`config.mk`:
```
export PLATFORM = sky130hd
export DESIGN_NAME = uart_fifo_component
export DESIGN_NICKNAME = d
export VERILOG_FILES = /design/src/rtl/uart_pkg.sv /design/src/rtl/sync_fifo.sv /design/src/rtl/uart_fifo_component.sv
export SDC_FILE = /design/constraint.sdc
export NUM_CORES = 1
export LEC_CHECK = 0
export CAP_MARGIN = 20
export CORE_ASPECT_RATIO = 0.9
export CORE_UTILIZATION = 58
export CTS_CLUSTER_SIZE = 10
export DETAILED_ROUTE_END_ITERATION = 12
export GPL_ROUTABILITY_DRIVEN = 0
export MAX_ROUTING_LAYER = met4
export PLACE_DENSITY = 0.75
export SLEW_MARGIN = 0
export SYNTH_ARGS = -nofsm -noshare
export SYNTH_HDL_FRONTEND = slang
export SYNTH_HIERARCHICAL = 1
export SYNTH_SLANG_ARGS = --single-unit
```
`constraint.sdc`:
```
create_clock -name clock -period 5.4 [get_ports clock]
set_clock_uncertainty 0.15 [all_clocks]
set_input_delay 0.54 -clock clock [delete_from_list [all_inputs] [get_ports clock]]
set_output_delay 0.54 -clock clock [all_outputs]
set_load 0.02 [all_outputs]
```
`src/rtl/uart_pkg.sv`:
```
// Shared types and constants for the UART peripheral: FSM encodings,
// register addresses and the CONTROL / STATUS bit positions.
package uart_pkg;

    typedef enum logic [1:0] {
        TX_IDLE  = 2'd0,
        TX_START = 2'd1,
        TX_DATA  = 2'd2,
        TX_STOP  = 2'd3
    } tx_state_t;

    typedef enum logic [1:0] {
        RX_IDLE  = 2'd0,
        RX_START = 2'd1,
        RX_DATA  = 2'd2,
        RX_STOP  = 2'd3
    } rx_state_t;

    localparam logic [2:0] ADDR_CONTROL  = 3'd0;
    localparam logic [2:0] ADDR_RX_DATA  = 3'd1;
    localparam logic [2:0] ADDR_TX_DATA  = 3'd2;
    localparam logic [2:0] ADDR_STATUS   = 3'd3;
    localparam logic [2:0] ADDR_DIV_LO   = 3'd4;
    localparam logic [2:0] ADDR_DIV_HI   = 3'd5;
    localparam logic [2:0] ADDR_RX_COUNT = 3'd6;
    localparam logic [2:0] ADDR_TX_COUNT = 3'd7;

    localparam int CTL_RX_IRQ_EN = 0;
    localparam int CTL_TX_IRQ_EN = 1;
    localparam int CTL_LOOPBACK  = 2;
    localparam int CTL_RX_FLUSH  = 3;
    localparam int CTL_TX_FLUSH  = 4;

    localparam int ST_RX_AVAIL    = 0;
    localparam int ST_RX_FULL     = 1;
    localparam int ST_TX_FULL     = 2;
    localparam int ST_TX_IDLE     = 3;
    localparam int ST_RX_OVERRUN  = 4;
    localparam int ST_FRAME_ERR   = 5;
    localparam int ST_TX_OVERFLOW = 6;

endpackage

```
`src/rtl/sync_fifo.sv`:
```
// Single-clock FIFO with first-word fall-through head, occupancy count and
// flush. Pushes into a full FIFO and pops from an empty one are dropped.
module sync_fifo #(
    parameter int WIDTH = 8,
    parameter int DEPTH = 16,
    localparam int AW = $clog2(DEPTH)
) (
    input  logic             clock,
    input  logic             reset,
    input  logic             push,
    input  logic             pop,
    input  logic             flush,
    input  logic [WIDTH-1:0] push_data,
    output logic [WIDTH-1:0] head_data,
    output logic [AW:0]      count,
    output logic             full,
    output logic             empty
);
    localparam logic [AW:0] FULL_COUNT = (AW + 1)'(DEPTH);

    logic [WIDTH-1:0] mem [DEPTH];
    logic [AW-1:0]    wr_ptr;
    logic [AW-1:0]    rd_ptr;
    logic             push_ok;
    logic             pop_ok;

    assign full      = (count == FULL_COUNT);
    assign empty     = (count == '0);
    assign push_ok   = push & ~full;
    assign pop_ok    = pop & ~empty;
    assign head_data = empty ? '0 : mem[rd_ptr];

    // Pointer and occupancy bookkeeping; flush discards everything.
    always_ff @(posedge clock or posedge reset) begin
        if (reset) begin
            wr_ptr <= '0;
            rd_ptr <= '0;
            count  <= '0;
        end else if (flush) begin
            wr_ptr <= '0;
            rd_ptr <= '0;
            count  <= '0;
        end else begin
            if (push_ok) wr_ptr <= wr_ptr + 1'b1;
            if (pop_ok)  rd_ptr <= rd_ptr + 1'b1;
            case ({push_ok, pop_ok})
                2'b10:   count <= count + 1'b1;
                2'b01:   count <= count - 1'b1;
                default: count <= count;
            endcase
        end
    end

    // Storage array, written only on an accepted push.
    always_ff @(posedge clock) begin
        if (push_ok) mem[wr_ptr] <= push_data;
    end

endmodule

```
`src/rtl/uart_fifo_component.sv`:
```
// Memory-mapped UART: register file, baud-timed Tx/Rx shifters, sticky
// error flags, loopback and a registered, maskable level interrupt.
module uart_fifo_component
    import uart_pkg::*;
#(
    parameter int                   DATA_WIDTH   = 8,
    parameter int                   FIFO_DEPTH   = 16,
    parameter int                   DIV_WIDTH    = 16,
    parameter logic [DIV_WIDTH-1:0] DEFAULT_DIV  = 104,
    parameter logic [2:0]           COMPONENT_ID = 3'b000
) (
    input  logic                  clock,
    input  logic                  reset,
    input  logic                  cs,
    input  logic                  rd,
    input  logic                  wr,
    input  logic [2:0]            addr,
    input  logic [DATA_WIDTH-1:0] in_data,
    output logic [DATA_WIDTH-1:0] out_data,
    input  logic                  rx_in,
    output logic                  tx_out,
    output logic                  irq,
    output logic [2:0]            irq_id
);
    localparam int CW = $clog2(FIFO_DEPTH) + 1;

    logic wr_act, rd_act, wr_q, rd_q, wr_stb, rd_end;
    logic [2:0] rd_addr;
    logic [2:0] ctrl;
    logic [DIV_WIDTH-1:0] div_reg, div_eff;
    logic tx_push, tx_flush, rx_flush, rx_pop, st_clr;
    logic rx_ovr, rx_ferr, tx_ovf;
    logic [DATA_WIDTH-1:0] status, rd_mux;

    logic [DATA_WIDTH-1:0] tx_head, rx_head;
    logic [CW-1:0] tx_count, rx_count;
    logic tx_full, tx_empty, rx_full, rx_empty;

    tx_state_t tx_state, tx_state_nxt;
    logic [DIV_WIDTH-1:0] tx_cnt, tx_div;
    logic [2:0] tx_bit;
    logic [DATA_WIDTH-1:0] tx_shift;
    logic tx_pop, tx_tc, tx_idle_st;

    rx_state_t rx_state, rx_state_nxt;
    logic [DIV_WIDTH-1:0] rx_cnt, rx_div;
    logic [2:0] rx_bit;
    logic [DATA_WIDTH-1:0] rx_shift, rx_push_data;
    logic rx_s1, rx_s2, line, line_q, fall, rx_tc, stop_done, rx_push;

    assign irq_id  = COMPONENT_ID;
    assign wr_act  = ~cs & ~wr;
    assign rd_act  = ~cs & ~rd;
    assign wr_stb  = wr_act & ~wr_q;
    assign rd_end  = rd_q & ~rd_act;
    assign div_eff = (div_reg < DIV_WIDTH'(4)) ? DIV_WIDTH'(4) : div_reg;

    assign tx_push  = wr_stb & (addr == ADDR_TX_DATA);
    assign tx_flush = wr_stb & (addr == ADDR_CONTROL) & in_data[CTL_TX_FLUSH];
    assign rx_flush = wr_stb & (addr == ADDR_CONTROL) & in_data[CTL_RX_FLUSH];
    assign rx_pop   = rd_end & (rd_addr == ADDR_RX_DATA);
    assign st_clr   = rd_end & (rd_addr == ADDR_STATUS);

    // Track access strobes so writes act on entry and reads act on exit.
    always_ff @(posedge clock or posedge reset) begin
        if (reset) begin
            wr_q    <= 1'b0;
            rd_q    <= 1'b0;
            rd_addr <= '0;
        end else begin
            wr_q <= wr_act;
            rd_q <= rd_act;
            if (rd_act) rd_addr <= addr;
        end
    end

    // Writable configuration: enables, loopback and baud divisor.
    always_ff @(posedge clock or posedge reset) begin
        if (reset) begin
            ctrl    <= '0;
            div_reg <= DEFAULT_DIV;
        end else if (wr_stb) begin
            case (addr)
                ADDR_CONTROL: ctrl <= in_data[2:0];
                ADDR_DIV_LO:  div_reg[7:0] <= in_data;
                ADDR_DIV_HI:  div_reg[DIV_WIDTH-1:8] <= in_data[DIV_WIDTH-9:0];
                default:      ctrl <= ctrl;
            endcase
        end
    end

    sync_fifo #(.WIDTH(DATA_WIDTH), .DEPTH(FIFO_DEPTH)) u_tx_fifo (
        .clock(clock), .reset(reset), .push(tx_push), .pop(tx_pop),
        .flush(tx_flush), .push_data(in_data), .head_data(tx_head),
        .count(tx_count), .full(tx_full), .empty(tx_empty)
    );

    sync_fifo #(.WIDTH(DATA_WIDTH), .DEPTH(FIFO_DEPTH)) u_rx_fifo (
        .clock(clock), .reset(reset), .push(rx_push), .pop(rx_pop),
        .flush(rx_flush), .push_data(rx_push_data), .head_data(rx_head),
        .count(rx_count), .full(rx_full), .empty(rx_empty)
    );

    assign tx_tc      = (tx_cnt == '0);
    assign tx_idle_st = tx_empty & (tx_state == TX_IDLE);

    // Tx sequencing; a queued byte follows a stop bit with no idle gap.
    always_comb begin
        tx_state_nxt = tx_state;
        tx_pop       = 1'b0;
        case (tx_state)
            TX_IDLE: begin
                if (!tx_empty) begin
                    tx_pop       = 1'b1;
                    tx_state_nxt = TX_START;
                end
            end
            TX_START: if (tx_tc) tx_state_nxt = TX_DATA;
            TX_DATA:  if (tx_tc && tx_bit == 3'd7) tx_state_nxt = TX_STOP;
            TX_STOP: begin
                if (tx_tc) begin
                    if (!tx_empty) begin
                        tx_pop       = 1'b1;
                        tx_state_nxt = TX_START;
                    end else begin
                        tx_state_nxt = TX_IDLE;
                    end
                end
            end
            default: tx_state_nxt = TX_IDLE;
        endcase
    end

    // Tx state register, bit-period down-counter and shift register.
    always_ff @(posedge clock or posedge reset) begin
        if (reset) begin
            tx_state <= TX_IDLE;
            tx_cnt   <= '0;
            tx_div   <= '0;
            tx_bit   <= '0;
            tx_shift <= '0;
        end else begin
            tx_state <= tx_state_nxt;
            if (tx_pop) begin
                tx_shift <= tx_head;
                tx_div   <= div_eff;
                tx_cnt   <= div_eff - 1'b1;
                tx_bit   <= '0;
            end else if (tx_state != TX_IDLE) begin
                if (tx_tc) begin
                    tx_cnt <= tx_div - 1'b1;
                    if (tx_state == TX_DATA) begin
                        tx_shift <= {1'b0, tx_shift[DATA_WIDTH-1:1]};
                        tx_bit   <= tx_bit + 1'b1;
                    end
                end else begin
                    tx_cnt <= tx_cnt - 1'b1;
                end
            end
        end
    end

    // Registered line driver keeps tx_out glitch-free.
    always_ff @(posedge clock or posedge reset) begin
        if (reset) begin
            tx_out <= 1'b1;
        end else begin
            case (tx_state)
                TX_START: tx_out <= 1'b0;
                TX_DATA:  tx_out <= tx_shift[0];
                default:  tx_out <= 1'b1;
            endcase
        end
    end

    // Two-flop synchroniser on the pin plus previous-line for edge detect.
    always_ff @(posedge clock or posedge reset) begin
        if (reset) begin
            rx_s1  <= 1'b1;
            rx_s2  <= 1'b1;
            line_q <= 1'b1;
        end else begin
            rx_s1  <= rx_in;
            rx_s2  <= rx_s1;
            line_q <= line;
        end
    end

    assign line  = ctrl[CTL_LOOPBACK] ? tx_out : rx_s2;
    assign fall  = line_q & ~line;
    assign rx_tc = (rx_cnt == '0);

    // Rx sequencing; a start bit that is high at mid-bit is rejected.
    always_comb begin
        rx_state_nxt = rx_state;
        stop_done    = 1'b0;
        case (rx_state)
            RX_IDLE:  if (fall) rx_state_nxt = RX_START;
            RX_START: if (rx_tc) rx_state_nxt = line ? RX_IDLE : RX_DATA;
            RX_DATA:  if (rx_tc && rx_bit == 3'd7) rx_state_nxt = RX_STOP;
            RX_STOP: begin
                if (rx_tc) begin
                    stop_done    = 1'b1;
                    rx_state_nxt = RX_IDLE;
                end
            end
            default: rx_state_nxt = RX_IDLE;
        endcase
    end

    // Rx state register, sample counter, shifter and staged FIFO push.
    always_ff @(posedge clock or posedge reset) begin
        if (reset) begin
            rx_state     <= RX_IDLE;
            rx_cnt       <= '0;
            rx_div       <= '0;
            rx_bit       <= '0;
            rx_shift     <= '0;
            rx_push      <= 1'b0;
            rx_push_data <= '0;
        end else begin
            rx_state     <= rx_state_nxt;
            rx_push      <= stop_done & line & ~rx_full;
            rx_push_data <= rx_shift;
            if (rx_state == RX_IDLE) begin
                if (fall) begin
                    rx_div <= div_eff;
                    rx_cnt <= (div_eff >> 1) - 1'b1;
                    rx_bit <= '0;
                end
            end else if (rx_tc) begin
                rx_cnt <= rx_div - 1'b1;
                if (rx_state == RX_DATA) begin
                    rx_shift <= {line, rx_shift[DATA_WIDTH-1:1]};
                    rx_bit   <= rx_bit + 1'b1;
                end
            end else begin
                rx_cnt <= rx_cnt - 1'b1;
            end
        end
    end

    // Sticky error flags; a new event beats a same-cycle clear-on-read.
    always_ff @(posedge clock or posedge reset) begin
        if (reset) begin
            rx_ovr  <= 1'b0;
            rx_ferr <= 1'b0;
            tx_ovf  <= 1'b0;
        end else begin
            rx_ovr  <= (stop_done & line & rx_full) | (rx_ovr & ~st_clr);
            rx_ferr <= (stop_done & ~line) | (rx_ferr & ~st_clr);
            tx_ovf  <= (tx_push & tx_full) | (tx_ovf & ~st_clr);
        end
    end

    // Assemble STATUS and the read-data multiplexer.
    always_comb begin
        status                 = '0;
        status[ST_RX_AVAIL]    = ~rx_empty;
        status[ST_RX_FULL]     = rx_full;
        status[ST_TX_FULL]     = tx_full;
        status[ST_TX_IDLE]     = tx_idle_st;
        status[ST_RX_OVERRUN]  = rx_ovr;
        status[ST_FRAME_ERR]   = rx_ferr;
        status[ST_TX_OVERFLOW] = tx_ovf;
        rd_mux = '0;
        case (addr)
            ADDR_CONTROL:  rd_mux[2:0] = ctrl;
            ADDR_RX_DATA:  rd_mux = rx_head;
            ADDR_STATUS:   rd_mux = status;
            ADDR_DIV_LO:   rd_mux = div_reg[7:0];
            ADDR_DIV_HI:   rd_mux = DATA_WIDTH'(div_reg >> 8);
            ADDR_RX_COUNT: rd_mux = DATA_WIDTH'(rx_count);
            ADDR_TX_COUNT: rd_mux = DATA_WIDTH'(tx_count);
            default:       rd_mux = '0;
        endcase
    end

    // Registered read data and interrupt output.
    always_ff @(posedge clock or posedge reset) begin
        if (reset) begin
            out_data <= '0;
            irq      <= 1'b0;
        end else begin
            out_data <= rd_mux;
            irq      <= (ctrl[CTL_RX_IRQ_EN] & (~rx_empty | rx_ovr | rx_ferr))
                      | (ctrl[CTL_TX_IRQ_EN] & tx_idle_st);
        end
    end

endmodule
```
After elaboration in Yosys (flattened, before gate mapping)
Memories as Yosys holds them, arrays and structs flattened.
Index checks and enable logic that the tools add are counted.
{"block": "op_classes", "addsub": 16, "reduce_logical": 30, "n_lt_le_gt_ge": 1, "bitwise_logic": 44, "mux": 58, "eq_ne": 31}
{"op": "two-way mux 16 bit", "count": 7}
{"op": "subtractor 16 x 1 -> 16 bit, second input constant", "count": 5}
{"op": "two-way mux 8 bit", "count": 6}
{"op": "logical NOT 16 bit", "count": 2}
{"op": "two-way mux 4 bit", "count": 8}
{"op": "one-hot mux 5 bit (6 select lines)", "count": 1}
{"op": "AND 1 bit", "count": 26}
{"op": "two-way mux 3 bit", "count": 8}
{"op": "one-hot mux 3 bit (7 select lines)", "count": 1}
{"op": "one-hot mux 5 bit (2 select lines)", "count": 2}
{"op": "nonzero test 2 bit", "count": 10}
{"op": "equality test 3 bit, second input constant", "count": 6}
{"op": "two-way mux 2 bit", "count": 9}
{"op": "adder 4 x 1 -> 4 bit, second input constant", "count": 4}
{"op": "< comparator 16 x 3 -> 1 bit, second input constant", "count": 1}
{"op": "!= test 2 bit, second input constant", "count": 8}
{"op": "one-hot mux 2 bit (4 select lines)", "count": 2}
{"op": "subtractor 15 x 1 -> 16 bit, second input constant", "count": 1}
{"op": "equality test 2 bit, second input constant", "count": 6}
{"op": "NOT 1 bit", "count": 12}
{"op": "adder 5 x 1 -> 5 bit, second input constant", "count": 2}
{"op": "equality test 5 bit, second input constant", "count": 2}
{"op": "logical NOT 5 bit", "count": 2}
{"op": "two-way mux 1 bit", "count": 10}
{"op": "other kinds (15)", "count": 39}
{"block": "totals", "wordCells": 215, "register_bits": 165, "input_bits": 17, "ram_bits": 256, "out_inout_bits": 13, "n_memories": 2}
{"name": "u_rx_fifo.mem", "words": 16, "word_bits": 8, "read_ports": 1, "rd_clocked_by_memory_dff": 0, "wr": 1, "line_no": "sync_fifo.sv:21", "rtl": "logic [WIDTH-1:0] mem [DEPTH];"}
{"name": "u_tx_fifo.mem", "words": 16, "word_bits": 8, "read_ports": 1, "rd_clocked_by_memory_dff": 0, "wr": 1, "line_no": "sync_fifo.sv:21"}

Depth between registers and ports, before layout
Gate-level depths: netlist of the first run.
{"block": "logic_depth", "depth_word": 9, "mapped_depth": 20, "ltp_nobuf": 15}

Cells and area by module
Netlist of the first run, hierarchy kept.
{"module": "sync_fifo", "cells_each": 331, "n_inst": 2, "seq_area_each_um2": 4169.0, "area_each_um2": 5908.2}
{"module": "uart_fifo_component", "cells_each": 773, "n_inst": 1, "seq_area_each_um2": 3487.1, "area_each_um2": 7239.4}

Worst setup path after synthesis of the first run
No wires, ideal clock.
{"block": "synth_path", "path_type": "register to register", "startpoint": "reg u_tx_fifo.count[1]", "endpoint": "reg tx_cnt[10]", "synth_period_minus_slack_ns": 4.770, "path_buffers": 6, "t_arrival_ns": 4.495, "slack_ns": 0.630, "setup_time_ns": 0.125, "required_ns": 5.125, "path_stages_with_launch": 21, "cell_sequence": "dfrtp_1 > buf_6 > or4_4 > buf_6 > nor2_1 > nor3b_1 > a31oi_1 > clkbuf_1 > clkbuf_1 > clkbuf_1 > clkbuf_1 > a21oi_1 > ha_1 > inv_1 > nor2_1 > o311ai_0 > o31ai_1 > and4_1 > nand2_1 > xor2_1 > mux2_2"}
{"block": "synth_via", "elab_chain_len": 5, "elab_cells_between_ends": 6, "classes_between": "4 x mux; 2 x reduce/logical"}
{"item": "start: declaration", "line_no": "sync_fifo.sv:15", "rtl": "output logic [AW:0] count,"}
{"item": "start signal: assignment", "line_no": "sync_fifo.sv:47", "rtl": "2'b10: count <= count + 1'b1;"}
{"item": "start signal: assignment", "line_no": "sync_fifo.sv:48", "rtl": "2'b01: count <= count - 1'b1;"}
{"item": "start signal: assignment", "line_no": "sync_fifo.sv:49", "rtl": "default: count <= count;"}
{"item": "logical NOT 5 bit (*)", "line_no": "sync_fifo.sv:28", "rtl": "assign empty = (count == '0);"}
{"item": "via tx_empty", "line_no": "uart_fifo_component.sv:37", "rtl": "logic tx_full, tx_empty, rx_full, rx_empty;"}
{"item": "two-way mux 1 bit (*)", "line_no": "uart_fifo_component.sv:113, uart_fifo_component.sv:122"}
{"item": "two-way mux 1 bit", "line_no": "uart_fifo_component.sv:121", "rtl": "if (tx_tc) begin"}
{"item": "one-hot mux 1 bit (2 select lines) (*)", "line_no": "uart_fifo_component.sv:111", "rtl": "case (tx_state)"}
{"item": "two-way mux 16 bit or nonzero test 2 bit (tied branches)"}
{"item": "end signal: assignment", "line_no": "uart_fifo_component.sv:147", "rtl": "tx_cnt <= div_eff - 1'b1;"}
{"item": "end signal: assignment", "line_no": "uart_fifo_component.sv:151", "rtl": "tx_cnt <= tx_div - 1'b1;"}
{"item": "end signal: assignment", "line_no": "uart_fifo_component.sv:157", "rtl": "tx_cnt <= tx_cnt - 1'b1;"}
{"item": "end: declaration", "line_no": "uart_fifo_component.sv:40", "rtl": "logic [DIV_WIDTH-1:0] tx_cnt, tx_div;"}
The timed path passes the listed nets; every way through them passes the cells marked *.
A chain may end at the register's enable or synchronous reset.

Worst setup path after layout of the first run
{"block": "layout_path", "startpoint": "reg u_tx_fifo.count[0]", "endpoint": "reg tx_cnt[10]"}
The elaborated chain is that of the path after synthesis.

==> flow_summary.toml, run 1 <==
[die]
core_um2 = 32100
rows = 62
die_h_um = 174
fp.dieW_um = 193
dieArea_um2 = 33600
ios = 30
start_util_pct = 59.3

[power]
power_switching_mw = 3.60
p_comb_share_pct = 29.5
power_density_nw_per_um2 = 495
seq_power_share_pct = 42.0
swShare_pct = 34.3
irDropWorstVdd_mv = 0.316
p_int_mw = 6.91
leakage_nw = 7.53
pwr-share-clk_pct = 28.5

[synthesis]
ys_seq_elements = 421
synth_cell_types = 74
yosys.area.top_type = "edfxtp_1"
ys_warn_count = 6
yosys.area_share.simple_pct = 10.5
synthAdderAreaFrac_pct = 1.64
synth_edf_count = 256
synthXorXnorAreaFrac_pct = 1.70
synth_top_area_share_pct = 40.3
synth_top_family_by_area = "multiplexers"
synth_ff_type = "edfxtp_1"
synth_compound_area_share_pct = 8.46
ys_seq_area_share_pct = 62.1
yosys-top-cells-area = "edfxtp_1 40%, dfrtp_1 21%, mux4_2 8.0%"
netlist_instances = 1435
syn_avg_cell_area_um2 = 13.3
muxShareOfSynthArea_pct = 12.9
synthArstFlopShare_pct = 39.2
synth.cell_area_um2 = 19100

[clock_tree]
clk_path_buf_depth = 3
cts_made_buffers = 48
clkLatencyLatePin_ns = 0.58
htree_num_levels = 2
cts.sink_count = 421
clk_pin_slew_ns = 0.06
cts_tree = "yes"
cts-root-buf = "clkbuf_16"
cts_resized = 0
cts_setup_buffers = 0
ctsHoldBuffers = 0

[grt]
grt_overflow = 0
grt_antenna_before_repair = 0
grt_max_degree = 111
grt_pass1_wl_um = 67400
grt_pass1_vias = 11900
track_usage_pct = 27.3

[finish]
finalNetCount = 1504
area_delta_synth_final_pct = 11.3
final_common_cell = "edfxtp_1"
drive_above_1_share_pct = 15.3
layout_common_cells = "256 x edfxtp_1, 165 x nand2_1, 157 x dfrtp_1"
top_regs = "u_rx_fifo/mem: 128 flops, u_tx_fifo/mem: 128 flops"
diodes = 0

[critical_path]
ff2ff_path_depth = 17
start_kind = "flip-flop"
reg2reg_from = "u_tx_fifo/count[0]"
max_stage_delay_ns = 0.63
cp_slowest_cell = "or4_4"
path_buf_inv = 3
r2r_slack_ns = 0.89
reg2reg_to = "tx_cnt[10]"
critPathTopFamily = "simple AND/OR/NAND/NOR gates"
worstPathArrival_ns = 4.81
required_ns = 5.70
cp_max_fo = 14
crit_path_frequent_cell = "nor2_1"
end_kind = "flip-flop"
criticalPathCategory = "reg2reg"
path_cells = "or4_4, nor2_1, nor3b_1, buf_4, a31oi_2, buf_4, nor2_1, a21oi_1, ha_1, inv_1, nor2_1, o311ai_0, o31ai_1, and4_1, nand2_1, xor2_1, mux2_2"

[route]
vias = 12200
ant_nets = 0
firstDrtPassIters = 10
drt_iter0_drc = 1414
routedWlPerCell_um = 22.2
drc = 1
avgViaCountPerCell = 6.35
wl_um = 42600

[placement]
io_buffers = 26
pre_cts_ws_ns = 1.00
hpwl_um = 26800

[timing]
fmax_mhz = 222
setup_viol = 0
timing.final.ws_setup_ns = 0.891
tightest_slew_ns = 1.08
fin_tns_setup_ns = 0
hold_viol = 0
drv_slew = 0
slew_headroom_pct = 27.8
period_share_pct = 83.5
whs_ns = 0.213
period_needed_ns = 4.51
rsz0062_at_grt = "no"

[worst_hold_path]
holdPathStages = 0
hold_path.class = "reg2reg"
hold_end = "rx_s2"
min_from = "rx_s1"

[run]
cap_violations = 0

[status]
violations = "DRC"
status = "complete, but fails checks"
==> final cells by class <==
class | instances | area, um2
clock buffer | 87 | 1380
clock inverter | 3 | 66.3
fill | 2236 | 10900
inverter | 25 | 98.8
multi-input combinational | 902 | 6740
sequential | 421 | 11800
tap | 416 | 520
timing repair buffer | 64 | 586
==> worst max-delay path by stage <==
stage | cells after the start | startpoint | slack (ns) | to
2_1_floorplan | 20 | u_tx_fifo/count[1] | 0.63 | tx_cnt[10]
3_3_place_gp | 15 | u_tx_fifo/count[0] | 1.15 | tx_cnt[10]
3_5_place_dp | 17 | u_tx_fifo/count[0] | 1.00 | tx_cnt[10]
4_1_cts | 17 | u_tx_fifo/count[0] | 0.98 | tx_cnt[10]
5_1_grt | 15 | u_tx_fifo/count[3] | 0.65 | tx_cnt[10]
6_report | 17 | u_tx_fifo/count[0] | 0.89 | tx_cnt[10]
==> power by group through the flow <==
stage               logic [mW]  clock network (mW)  registers, mW
floorplan                 2.52                   0           4.12
global placement          2.91                   0           4.46
detailed placement        3.01                   0           4.47
CTS                       3.02                3.04           4.42
global route              3.41                3.16           4.47
finish                    3.10                2.99           4.42
==> stage by stage <==
stage,cells,utilization [%],area (um2),total power [mW]
floorplan,1437,-,19100,6.65
global placement,1826,61.4,19700,7.37
detailed placement,1826,61.4,19700,7.48
CTS,1916,65.9,21200,10.5
global route,1918,66.1,21200,11.0
finish,1918,66.1,21200,10.5
==> metal layers <==
metal  vias to the layer above  GRT usage (%)  part of all wire, %
li1                       5437              -                    -
met1                      6091           38.7                   43
met2                       538           39.9                   46
met3                       105           5.37                  8.3
met4                         0           8.76                  2.8
met5                         -              -                    0
==> kinds of logic (layout without fill, tap and decap cells) <==
kind of cell | Yosys count | after routing
other cells | 1 | 3
buf+inv | 114 | 179
compound gates | 246 | 246
fa+ha+maj | 25 | 25
simple gates | 435 | 435
flops | 421 | 421
mux | 156 | 156
xor+xnor | 37 | 37
==> worst reg2reg max path, cell delays in order (launching register included) <==
cell and delay (ns):
dfrtp_1 0.47, or4_4 0.63, nor2_1 0.22, nor3b_1 0.08, buf_4 0.19, a31oi_2 0.48
buf_4 0.29, nor2_1 0.08, a21oi_1 0.15, ha_1 0.26, inv_1 0.10, nor2_1 0.15
o311ai_0 0.17, o31ai_1 0.20, and4_1 0.29, nand2_1 0.07, xor2_1 0.15, mux2_2 0.26
==> Yosys cell counts, drive strengths merged (25+ instances only) <==
library cell and number:
edfxtp 256, nor2 128, buf 36, ha 25, a211oi 40, a21oi 46, clkbuf 53, inv 25
nor3 31, nand2 166, o21ai 75, dfrtp 158, mux2i 44, mux2 44, mux4 68
(Power assumes the default switching activity.)
==> inputs of run 2 (changes only) <==
Settings changed: CORE_UTILIZATION 58 to 57, PLACE_DENSITY 0.75 to 0.77.
Clock period 5.4 ns to 3.75 ns, I/O delays scaled along.
==> run 2 against run 1 <==
Compared with the run above:
- the run now ends clean
- clock-buffer cell count is the same
- fmax grew 27%
- power grew 47%
- clock power grew 46%
- via count grew 1.5%
- global-route usage shrank 0.18 points
- first-iteration DRC count shrank 9.3%
- largest cell class unchanged
==> flow_summary.toml, run 2 (synthesized netlist as in run 1, its figures left out) <==
[finish]
post-route-util_pct = 65.7
area_delta_synth_final_pct = 13.7
n_fill_cell = 2327
diodes = 0
stdcell_area_um2 = 21700
multi_input_area_um2 = 6770
top_regs = "u_rx_fifo/mem: 128 flops, u_tx_fifo/mem: 128 flops"
finalNetCount = 1553
seqCellArea_um2 = 11800
layout_common_cells = "256 x edfxtp_1, 165 x nand2_1, 158 x dfrtp_1"
final_common_cell = "edfxtp_1"
drive_above_1_share_pct = 18.2

[grt]
grt_pass1_wl_um = 69100
track_usage_pct = 27.1
grt_max_degree = 50
grt_pass1_vias = 12300
grt_antenna_before_repair = 0
grt_overflow = 0

[critical_path]
end_kind = "flip-flop"
reg2reg_from = "u_tx_fifo/count[3]"
criticalPathCategory = "reg2reg"
worstPathArrival_ns = 3.86
r2r_slack_ns = 0.20
required_ns = 4.06
reg2reg_to = "tx_cnt[10]"
cp_max_fo = 7
ff2ff_path_depth = 15
start_kind = "flip-flop"

[timing]
timing.final.ws_setup_ns = 0.200
drv_slew = 0
fmax_mhz = 282
period_share_pct = 94.7
fin_tns_setup_ns = 0
whs_ns = 0.180
hold_viol = 0
tightest_slew_ns = 0.847
setup_viol = 0
rsz0062_at_grt = "yes"
slew_headroom_pct = 43.3
period_needed_ns = 3.55

[worst_hold_path]
holdPathStages = 1
hold_end = "rx_s1"
min_from = "rx_in"
hold_path.class = "in2reg"

[clock_tree]
cts_tree = "yes"
clk_path_buf_depth = 3
clkLatencyLatePin_ns = 0.58
cts.sink_count = 421
cts-root-buf = "clkbuf_16"
ctsHoldBuffers = 0
htree_num_levels = 2
cts_made_buffers = 49
clk_pin_slew_ns = 0.06

[placement]
pre_cts_ws_ns = 0.0929
hpwl_um = 28100
io_buffers = 26
postPlaceCellArea_um2 = 20100

[route]
ant_nets = 0
drc = 0
firstDrtPassIters = 6
vias = 12400
routedWlPerCell_um = 22.0
wl_um = 43400
avgViaCountPerCell = 6.26
drt_iter0_drc = 1283

[power]
leakage_nw = 7.80
power_density_nw_per_um2 = 712
irDropWorstVdd_mv = 0.412

[run]
cap_violations = 0

[die]
rows = 63
fp.dieW_um = 195
ios = 30
dieArea_um2 = 34200
start_util_pct = 57.8
core_um2 = 32900
die_h_um = 175

[status]
status = "finished clean"
[run 2: report_power, final]
part	leakage, nW	switching, mW	internal, mW	total (mW)
Clock	0.701	1.79	2.59	4.38
Sequential	4.20	0.694	5.48	6.18
Combinational	2.90	2.73	2.14	4.87
[run 2: repair_timing]
| item | 4_1_cts | 5_1_grt |
|---|---|---|
| setup endpoints to repair | 0 | 5 |
| hold endpoints to repair | 0 | 0 |
| setup buffers | 0 | 1 |
| gates resized for setup | 0 | 3 |
[run 2: worst max path at each step]
stage	cells past startpoint	end	startpoint
6_report	15	tx_cnt[10]	u_tx_fifo/count[3]
5_1_grt	15	tx_cnt[10]	u_tx_fifo/count[3]
4_1_cts	15	tx_cnt[10]	u_tx_fifo/count[3]
3_5_place_dp	15	tx_cnt[10]	u_tx_fifo/count[3]
3_3_place_gp	15	tx_cnt[10]	u_tx_fifo/count[3]
2_1_floorplan	20	tx_cnt[10]	u_tx_fifo/count[1]
[run 2: final cells by class]
class	instances	area share, %
sequential	421	54.6
multi-input combinational	902	31.3
clock buffer	87	6.46
timing repair buffer	112	4.43
tap	422	2.44
inverter	25	0.451
clock inverter	4	0.347
[run 2: metal layers]
layer,GRT usage [%],vias to the layer above,share of wire [%]
met5,-,-,0
met4,8.60,0,2.5
met3,3.96,103,7.6
met2,42.5,522,48
met1,37.0,6207,42
li1,-,5526,-
[run 2: critical path, stage by stage, from the launching register on]
cell and delay [ns]:
dfrtp_1 0.37, or4_4 0.56, nor2_4 0.18, nor3b_2 0.09, a31oi_4 0.23, nor2_1 0.10
a21oi_1 0.18, ha_2 0.25, inv_1 0.08, nor2_1 0.14, o311ai_0 0.19, o31ai_2 0.15
and4_1 0.27, nand2_1 0.07, xor2_1 0.16, mux2_2 0.27
[run 2: per-stage QoR]
| step | instances | power [mW] |
|---|---|---|
| floorplan | 1437 | 9.62 |
| global placement | 1880 | 10.8 |
| detailed placement | 1880 | 11.0 |
| CTS | 1971 | 15.4 |
| global route | 1973 | 16.2 |
| finish | 1973 | 15.4 |
